### config.mk
export PLATFORM = sky130hd
export DESIGN_NAME = disp_fifo_arbiter
export DESIGN_NICKNAME = d
export VERILOG_FILES = /design/src/rtl/disp_fifo_arbiter.sv
export SDC_FILE = /design/constraint.sdc
export NUM_CORES = 1
export LEC_CHECK = 0
export CORE_MARGIN = 10
export CORE_UTILIZATION = 37
export DETAILED_ROUTE_END_ITERATION = 8
export GPL_ROUTABILITY_DRIVEN = 0
export PLACE_DENSITY_LB_ADDON = 0.05
export SLEW_MARGIN = 20
export SYNTH_ARGS = -nofsm -noshare
export SYNTH_HDL_FRONTEND = slang
export SYNTH_SLANG_ARGS = --single-unit
### constraint.sdc
create_clock -name clk -period 1.6 [get_ports clk]
set_input_delay 0.16 -clock clk [delete_from_list [all_inputs] [get_ports clk]]
set_output_delay 0.16 -clock clk [all_outputs]
set_load 0.01 [all_outputs]
### src/rtl/disp_fifo_arbiter.sv
// Read-side scheduler for the two dispatcher output FIFOs: urgency-first, otherwise
// round-robin in bounded bursts, feeding a single registered valid/ready output stage.
module disp_fifo_arbiter #(
  parameter int DATA_WIDTH = 8,
  parameter int MAX_BURST  = 4
) (
  input  logic                  clk,
  input  logic                  reset,
  input  logic                  empty0,
  input  logic                  empty1,
  input  logic                  almost_full0,
  input  logic                  almost_full1,
  input  logic [DATA_WIDTH-1:0] data0,
  input  logic [DATA_WIDTH-1:0] data1,
  output logic                  pop0,
  output logic                  pop1,
  input  logic                  out_ready,
  output logic                  out_valid,
  output logic [DATA_WIDTH-1:0] out_data,
  output logic                  out_sel,
  output logic                  busy
);

  localparam int CNT_W = (MAX_BURST > 1) ? $clog2(MAX_BURST) : 1;
  localparam logic [CNT_W-1:0] CNT_LAST = CNT_W'(MAX_BURST - 1);

  typedef enum logic [1:0] {
    IDLE   = 2'd0,
    SERVE0 = 2'd1,
    SERVE1 = 2'd2
  } state_t;

  state_t           state, state_nxt;
  logic [CNT_W-1:0] burst_cnt, burst_cnt_nxt;
  logic             last, last_nxt;

  logic             adv;
  logic             urg0, urg1;
  logic             serving, cur;
  logic             cur_empty, cur_af, other_urg;
  logic             pop, burst_end, rearb;
  logic             pick_prev, pick_go, pick_lane;

  logic                  vld_p1;
  logic [DATA_WIDTH-1:0] data_p1;
  logic                  sel_p1;

  // Returns {go, lane}: lone urgent lane first, then the lane that was not served last.
  function automatic logic [1:0] pick(input logic prev, input logic e0, input logic e1,
                                      input logic u0, input logic u1);
    logic [1:0] res;
    if (u0 ^ u1)
      res = {1'b1, u1};
    else if (!e0 && !e1)
      res = {1'b1, ~prev};
    else if (!e0)
      res = 2'b10;
    else if (!e1)
      res = 2'b11;
    else
      res = 2'b00;
    return res;
  endfunction

  assign adv       = ~vld_p1 | out_ready;
  assign urg0      = almost_full0 & ~empty0;
  assign urg1      = almost_full1 & ~empty1;

  assign serving   = (state != IDLE);
  assign cur       = (state == SERVE1);
  assign cur_empty = cur ? empty1 : empty0;
  assign cur_af    = cur ? almost_full1 : almost_full0;
  assign other_urg = cur ? urg0 : urg1;

  assign pop       = reset & serving & adv & ~cur_empty;
  assign pop0      = pop & ~cur;
  assign pop1      = pop & cur;

  assign burst_end = pop & (burst_cnt == CNT_LAST);
  // Backpressure freezes the grant; otherwise any of burst end, drained lane or preemption
  // collapses into one re-arbitration.
  assign rearb     = serving & adv & (burst_end | cur_empty | (other_urg & ~cur_af));

  // The lane just served counts as "last" when re-arbitrating out of a burst.
  assign pick_prev = serving ? cur : last;
  assign {pick_go, pick_lane} = pick(pick_prev, empty0, empty1, urg0, urg1);

  always_comb begin
    state_nxt     = state;
    burst_cnt_nxt = burst_cnt;
    last_nxt      = last;
    if (!serving) begin
      if (pick_go) begin
        state_nxt     = pick_lane ? SERVE1 : SERVE0;
        burst_cnt_nxt = '0;
      end
    end else if (rearb) begin
      last_nxt      = cur;
      burst_cnt_nxt = '0;
      state_nxt     = pick_go ? (pick_lane ? SERVE1 : SERVE0) : IDLE;
    end else if (pop) begin
      burst_cnt_nxt = burst_cnt + CNT_W'(1);
    end
  end

  always_ff @(posedge clk or negedge reset) begin
    if (!reset) begin
      state     <= IDLE;
      burst_cnt <= '0;
      last      <= 1'b1;
    end else begin
      state     <= state_nxt;
      burst_cnt <= burst_cnt_nxt;
      last      <= last_nxt;
    end
  end

  // Stage p1: output register, loaded on a pop, drained when the consumer takes it.
  always_ff @(posedge clk or negedge reset) begin
    if (!reset) begin
      vld_p1  <= 1'b0;
      data_p1 <= '0;
      sel_p1  <= 1'b0;
    end else if (pop) begin
      vld_p1  <= 1'b1;
      data_p1 <= cur ? data1 : data0;
      sel_p1  <= cur;
    end else if (out_ready) begin
      vld_p1  <= 1'b0;
    end
  end

  assign out_valid = vld_p1;
  assign out_data  = data_p1;
  assign out_sel   = sel_p1;
  assign busy      = serving;

endmodule
==> impl_results.md, run 1 <==
* Congestion Overflow GR at 0
* RSZ-0062 raised after global routing: yes
* Worst path bufs/invs at 0
* Largest net degree at the start of global routing at 10
* Post-synthesis cell area at 832 sq um
* Placed cells at 168
* Worst setup SP type: flip-flop
* Unique masters post-synth at 34
* Via count at 931
* Number of synthesized register bits at 15
* DR WL/cell at 16.0 um
* Max Cap Violations at 0
* Syn. warnings at 0
* Post-route non-filler standard cell count at 180
* CTS tree: done
* Gate Count Post-Synth at 88
* Status: finished, violations left
* Worst-Skew Late Latency at 0.29 ns
* Critical Path RT at 1.82 ns
* H-tree depth at 1
* Vias in the first global route at 929
* Post-synthesis sequential area ratio at 45.3%
* First-pass GRT wire length at 4470 um
* Ranking of synthesized cells by area: dfrtp_1 42%, a22oi_1 7.2%, inv_1 5.9%, o21ai_0 5.4%, dfstp_2 3.2%
* Deepest clock path buffer count at 2
* Total GRT Usage at 12.7%
* Clock Root Buffer: clkbuf_4
* Hold slack at 0.0635 ns
* Final hold viol count at 0
* Worst-Margin Slew at 0.426 ns
* Num CTS Buffers at 3
* Peak VDD IR at 0.00124 V
* Final Max Slew Viols at 0
* First DRT Iteration DRCs at 26
* Post-route ant nets at 0
* Mapped Nets at 112
* Failing checks: negative setup slack
* Antenna violations before repair at 0
* Input/output buffers at 35
* Slew headroom at 71.5%
* Routed WL at 2870 um
* Post-layout util at 68.0%
* Die Ht at 67.4 um
* Final WS setup at -0.135 ns
* Worst path max stage delay at 0.54 ns
* DR pass1 iterations at 4
* Total Power at 2.29 mW
* Hpwl dp at 2190 um
* WP depth at 4
* Initial Util at 38.4%
* Area growth from synthesis to layout at 77.3%
* Remaining DRCs at 0
* CTS Sinks at 15
* Placeable Area at 2170 sq um
* Clk slew on worst S/H paths at 0.10 ns
* Post-synth top area share at 42.1%
* Commonest non-fill, non-tap cell in the layout: clkdlybuf4s50_1
* Nets at 177
* Critical path endpoint category: flip-flop
* Share of cells above drive strength 1 at 32.9%
* Worst path cell trace: or3b_4 > o32a_1 > or4b_4 > o22ai_1
* Static Leak at 0.653 nW
* Mean post-synth cell area at 9.46 sq um
* Final setup violating endpoints at 13
* Row cnt at 17
* Worst Hold Class: primary input to async pin
* Layout Skew at 0.0158 ns
* Most frequent cells in the layout: 31 x clkdlybuf4s50_1, 25 x buf_4, 14 x dfrtp_1
* CP arrival at 1.95 ns
* Die Wd at 67.4 um
* Period utilization at 108%
* Top Family by Delay on Critical Path: simple AND/OR/NAND/NOR gates
* Slowest CP cell: or4b_4
* CP Max Fanout at 3
* Cell area power density at 1550 nW/um^2
* Tmin final at 1.74 ns
* IO Count at 36
* # diodes at 0
* Vias per inst at 5.17
* FMAX at 576 MHz
* Die ar. at 4550 sq um
* Worst reg-to-reg path cell count at 4
* Leading area contributor after synthesis: dfrtp_1
* Crit Path Category: flip-flop to flip-flop
-- sequential cells by signal (all words and copies together), names as in the netlist --
register   count
out_sel        1
out_valid      1
out_data       8
state          2
last           1
burst_cnt      2
-- per-layer routing --
layer  global-route usage, %  share of wire [%]  vias to the layer above
met5                       0                  0                        -
met4                    3.59               0.87                        0
met3                    5.45                7.7                        4
met2                    21.4                 52                       25
met1                    14.2                 40                      449
li1                        -                  -                      453
-- stage by stage --
step	cell area (sq um)	TNS [ns]	setup WS, ns
2_1_floorplan	832	-0.207	-0.103
3_5_place_dp	1350	-5.78	-0.473
3_3_place_gp	1350	-4.54	-0.339
4_1_cts	1470	-0.418	-0.147
5_1_grt	1480	-1.65	-0.175
6_report	1480	-0.515	-0.135
-- path summary, 6_finish.rpt --
kind	start	to	slack (ns)
setup / recovery	state[0]$_DFFE_PN0P_	burst_cnt[1]$_DFFE_PN0P_	-0.14
hold / removal	reset	out_data[4]$_DFFE_PN0P_	0.06
setup reg to reg	state[0]$_DFFE_PN0P_	burst_cnt[1]$_DFFE_PN0P_	-0.14
hold reg to reg	burst_cnt[0]$_DFFE_PN0P_	burst_cnt[0]$_DFFE_PN0P_	0.50
max in group asynchronous	reset	last$_DFFE_PN1P_	1.30
min in group clk	data1[3]	out_data[3]$_DFFE_PN0P_	0.49
-- cells in the mapped netlist --
| cell | n |
|---|---|
| a21oi_1 | 2 |
| nor2_1 | 4 |
| o21ba_2 | 1 |
| nand2b_1 | 1 |
| dfstp_2 | 1 |
| buf_2 | 1 |
| or4b_4 | 1 |
| and4_2 | 1 |
| nand3_1 | 1 |
| o221ai_1 | 2 |
| nor3_1 | 1 |
| dfrtp_1 | 14 |
| nand3b_1 | 1 |
| nor3b_1 | 2 |
| nor3_2 | 1 |
| ha_1 | 1 |
| o211ai_1 | 1 |
| nor2b_1 | 3 |
| clkbuf_1 | 1 |
| maj3_1 | 1 |
| o2111a_1 | 1 |
| or3b_1 | 1 |
| o22ai_1 | 2 |
| mux2_2 | 1 |
| a22oi_1 | 8 |
| inv_1 | 13 |
| o32ai_1 | 1 |
| o32a_2 | 1 |
| o21ai_1 | 1 |
| nand2_1 | 6 |
| a22o_2 | 1 |
| o32a_1 | 1 |
| o21ai_0 | 9 |
| a21boi_0 | 1 |
-- where the power goes --
part	internal [mW]	switching (mW)	total [mW]
clock	0.0928	0.119	0.212
combinational	0.789	0.620	1.41
sequential	0.559	0.105	0.664
total	1.44	0.845	2.29
-- final cells by class --
class | instances | area (sq um)
inverter | 13 | 48.8
clock inverter | 1 | 5.00
timing repair buffer | 62 | 544
fill | 195 | 694
multi-input combinational | 58 | 443
sequential | 15 | 377
clock buffer | 3 | 22.5
tap | 28 | 35.0
-- logic make-up (layout without fill, tap and decap cells) --
logic type | Yosys count | in the layout | share of synthesized area [%]
fa+ha+maj | 2 | 2 | 2.71
flops | 15 | 15 | 45.3
compound gates | 32 | 32 | 27.2
simple gates | 23 | 23 | 16.5
buf+inv | 15 | 79 | 6.92
mux | 1 | 1 | 1.35
-- repair_timing --
action                                  in CTS  in global routing
hold buffers                                 0                  0
pin swaps                                    3                  0
buffers inserted                             6                  2
endpoints found under the setup margin      15                 16
resized for setup                           17                 14
hold endpoints to repair                     0                  0
No activity file was read; power rests on OpenSTA's default activity.
==> run 2: changes to the inputs <==
- CTS_CLUSTER_DIAMETER: unset -> 50
==> results of run 2 <==
The final DEF is identical to that of run 1; final timing and power are the same.
==> run 3: changes to the inputs <==
==> constraint.sdc (replaced) <==
create_clock -name clk -period 1.6 [get_ports clk]
set_input_delay 0.32 -clock clk [delete_from_list [all_inputs] [get_ports clk]]
set_output_delay 0.32 -clock clk [all_outputs]
set_load 0.01 [all_outputs]
==> impl_results.md, run 3 (synthesis gave the netlist of run 1 again) <==
* Worst Setup SP: state[0]$_DFFE_PN0P_
* Hpwl dp at 2060 um (-5.7%)
* FMAX at 552 MHz (-4.2%)
* Vias in the first global route at 1,004 (+8.1%)
* Combinational share of power at 63.9% (+2.2 points)
* Area growth from synthesis to layout at 85.0%
* Clock Root Buffer: clkbuf_4
* Final setup violating endpoints at 16 (+3)
* Most frequent cells in the layout: 29 x clkdlybuf4s50_1, 28 x buf_4, 13 x dfrtp_1
* Switching share of power at 37.6% (+0.60 points)
* Worst r2r src: state[0]$_DFFE_PN0P_
* Area after DPL at 1340 sq um (-0.56%)
* Final hold viol count at 0 (unchanged)
* Cell area power density at 1610 nW/um^2 (+4.0%)
* Die Ht at 67.4 um (unchanged)
* Worst Hold Class: primary input to async pin
* Post-layout util at 70.9% (+2.9 points)
* Placeable Area at 2170 sq um (unchanged)
* Clk slew on worst S/H paths at 0.09 ns (about the same)
* CP arrival at 2.03 ns (+0.08 ns)
* # diodes at 0 (unchanged)
* Layout Skew at 0.00512 ns (-0.0107 ns)
* Input/output buffers at 35 (unchanged)
* Deepest clock path buffer count at 2 (unchanged)
* Die Wd at 67.4 um (unchanged)
* Hold slack at 0.124 ns (+0.0607 ns)
* Congestion Overflow GR at 0 (unchanged)
* Static Leak at 0.671 nW (+2.8%)
* H-tree depth at 1 (unchanged)
* First DRT Iteration DRCs at 50 (+92%)
* Post-route non-filler standard cell count at 182 (+1.1%)
* Initial Util at 38.4% (unchanged)
* Row cnt at 17 (unchanged)
* Total GRT Usage at 13.8% (+1.2 points)
* Sequential share of power at 27.3% (-1.7 points)
* Period utilization at 113% (+4.8 points)
* Placed cells at 167 (-0.60%)
* Worst-Skew Late Latency at 0.29 ns (about the same)
* CTS tree: done
* Worst setup SP type: flip-flop
* CTS Sinks at 15 (unchanged)
* Max Cap Violations at 0 (unchanged)
* Total Power at 2.48 mW (+8.5%)
* Largest net degree at the start of global routing at 11 (+1)
* Tmin final at 1.81 ns (+0.0762 ns)
* Status: finished, violations left
* Peak VDD IR at 0.00113 V (-8.9%)
* Crit Path Category: flip-flop to flip-flop
* Antenna violations before repair at 0 (unchanged)
* First-pass GRT wire length at 4950 um (+11%)
* Max reg flops at 8 (unchanged)
* Clock power share at 8.8% (-0.5 points)
* Via count at 911 (-2.1%)
* Final Max Slew Viols at 0 (unchanged)
* Failing checks: negative setup slack
* DR WL/cell at 16.9 um (+5.6%)
* Die ar. at 4550 sq um (unchanged)
* Share of cells above drive strength 1 at 36.4% (+3.5 points)
* Vias per inst at 5.01 (-3.2%)
* Critical Path RT at 1.82 ns (about the same)
* Remaining DRCs at 0 (unchanged)
* Critical path endpoint category: flip-flop
* IO Count at 36 (unchanged)
* Commonest non-fill, non-tap cell in the layout: clkdlybuf4s50_1
* Switching power total at 932 uW (+10%)
* Slew headroom at 75.0% (+3.4 points)
* Fin area at 1540 sq um (+4.3%)
* Final WS setup at -0.212 ns (-0.0762 ns)
* Routed WL at 3070 um (+6.8%)
* CP Max Fanout at 4 (+1)
* DR pass1 iterations at 4 (unchanged)
* RSZ-0062 raised after global routing: yes
* Internal power at 1.55 mW (+7.5%)
* Nets at 179 (+1.1%)
* Num CTS Buffers at 3 (unchanged)
* Worst-Margin Slew at 0.374 ns (-0.0520 ns)
* Post-route ant nets at 0 (unchanged)
==> run 3: cell count changes in the layout (fill, tap and decap cells not counted), sizes merged <==
| cell | change |
|---|---|
| dlygate4sd2 | +2 |
| buf | +4 |
| clkbuf | -2 |
| clkdlybuf4s50 | -2 |
| clkinv | -1 |
| clkdlybuf4s15 | +1 |
==> run 3: worst max-delay path, cell delays in order, from the launching register on <==
cell      delay, ns
dfrtp_2        0.44
buf_4          0.15
nor2b_2        0.15
o211ai_1       0.14
buf_4          0.17
or4b_4         0.53
o22ai_2        0.17
==> run 3: routing by layer <==
layer | wire, um | global-route usage (%) | vias to the layer above | share of wire [%]
met1 | 1210 | 16.0 | 409 | 39
met5 | 0 | 0 | - | 0
met3 | 254 | 5.45 | 7 | 8.3
met2 | 1540 | 22.6 | 41 | 50
li1 | - | - | 454 | -
met4 | 66 | 4.87 | 0 | 2.1
==> run 3: worst paths after layout <==
check,endpoint,slack [ns],depth (start not counted)
min in group clk,burst_cnt[0]$_DFFE_PN0P_,0.51,1
max in group asynchronous,last$_DFFE_PN1P_,1.26,2
max reg2reg,burst_cnt[0]$_DFFE_PN0P_,-0.21,6
min reg2reg,burst_cnt[0]$_DFFE_PN0P_,0.51,1
min,out_data[0]$_DFFE_PN0P_,0.12,2
max,burst_cnt[0]$_DFFE_PN0P_,-0.21,6
==> run 3: power groups by stage <==
stage	Clock [mW]	Combinational (mW)	Sequential [mW]
2_1_floorplan	0	0.464	0.725
3_3_place_gp	0	1.16	0.679
3_5_place_dp	0	1.17	0.678
4_1_cts	0.224	1.42	0.662
5_1_grt	0.241	1.71	0.696
6_report	0.219	1.59	0.677
==> run 3: area by class of cell <==
| type | count | area [sq um] |
|---|---|---|
| tap | 28 | 35.0 |
| inverter | 13 | 48.8 |
| timing repair buffer | 64 | 566 |
| multi-input combinational | 58 | 485 |
| sequential | 15 | 378 |
| fill | 169 | 631 |
| clock buffer | 4 | 26.3 |
==> run 3: stage by stage <==
stage | worst slack [ns] | TNS, ns
finish | -0.212 | -1.46
global route | -0.256 | -2.32
CTS | -0.132 | -0.363
detailed placement | -0.599 | -8.23
global placement | -0.533 | -7.79
floorplan | -0.103 | -0.207
==> run 3: timing repair <==
item | 4_1_cts | 5_1_grt
resized for setup | 30 | 13
endpoints found under the setup margin | 16 | 15
setup buffers | 7 | 4
pin swaps | 8 | 5
hold buffers | 0 | 0
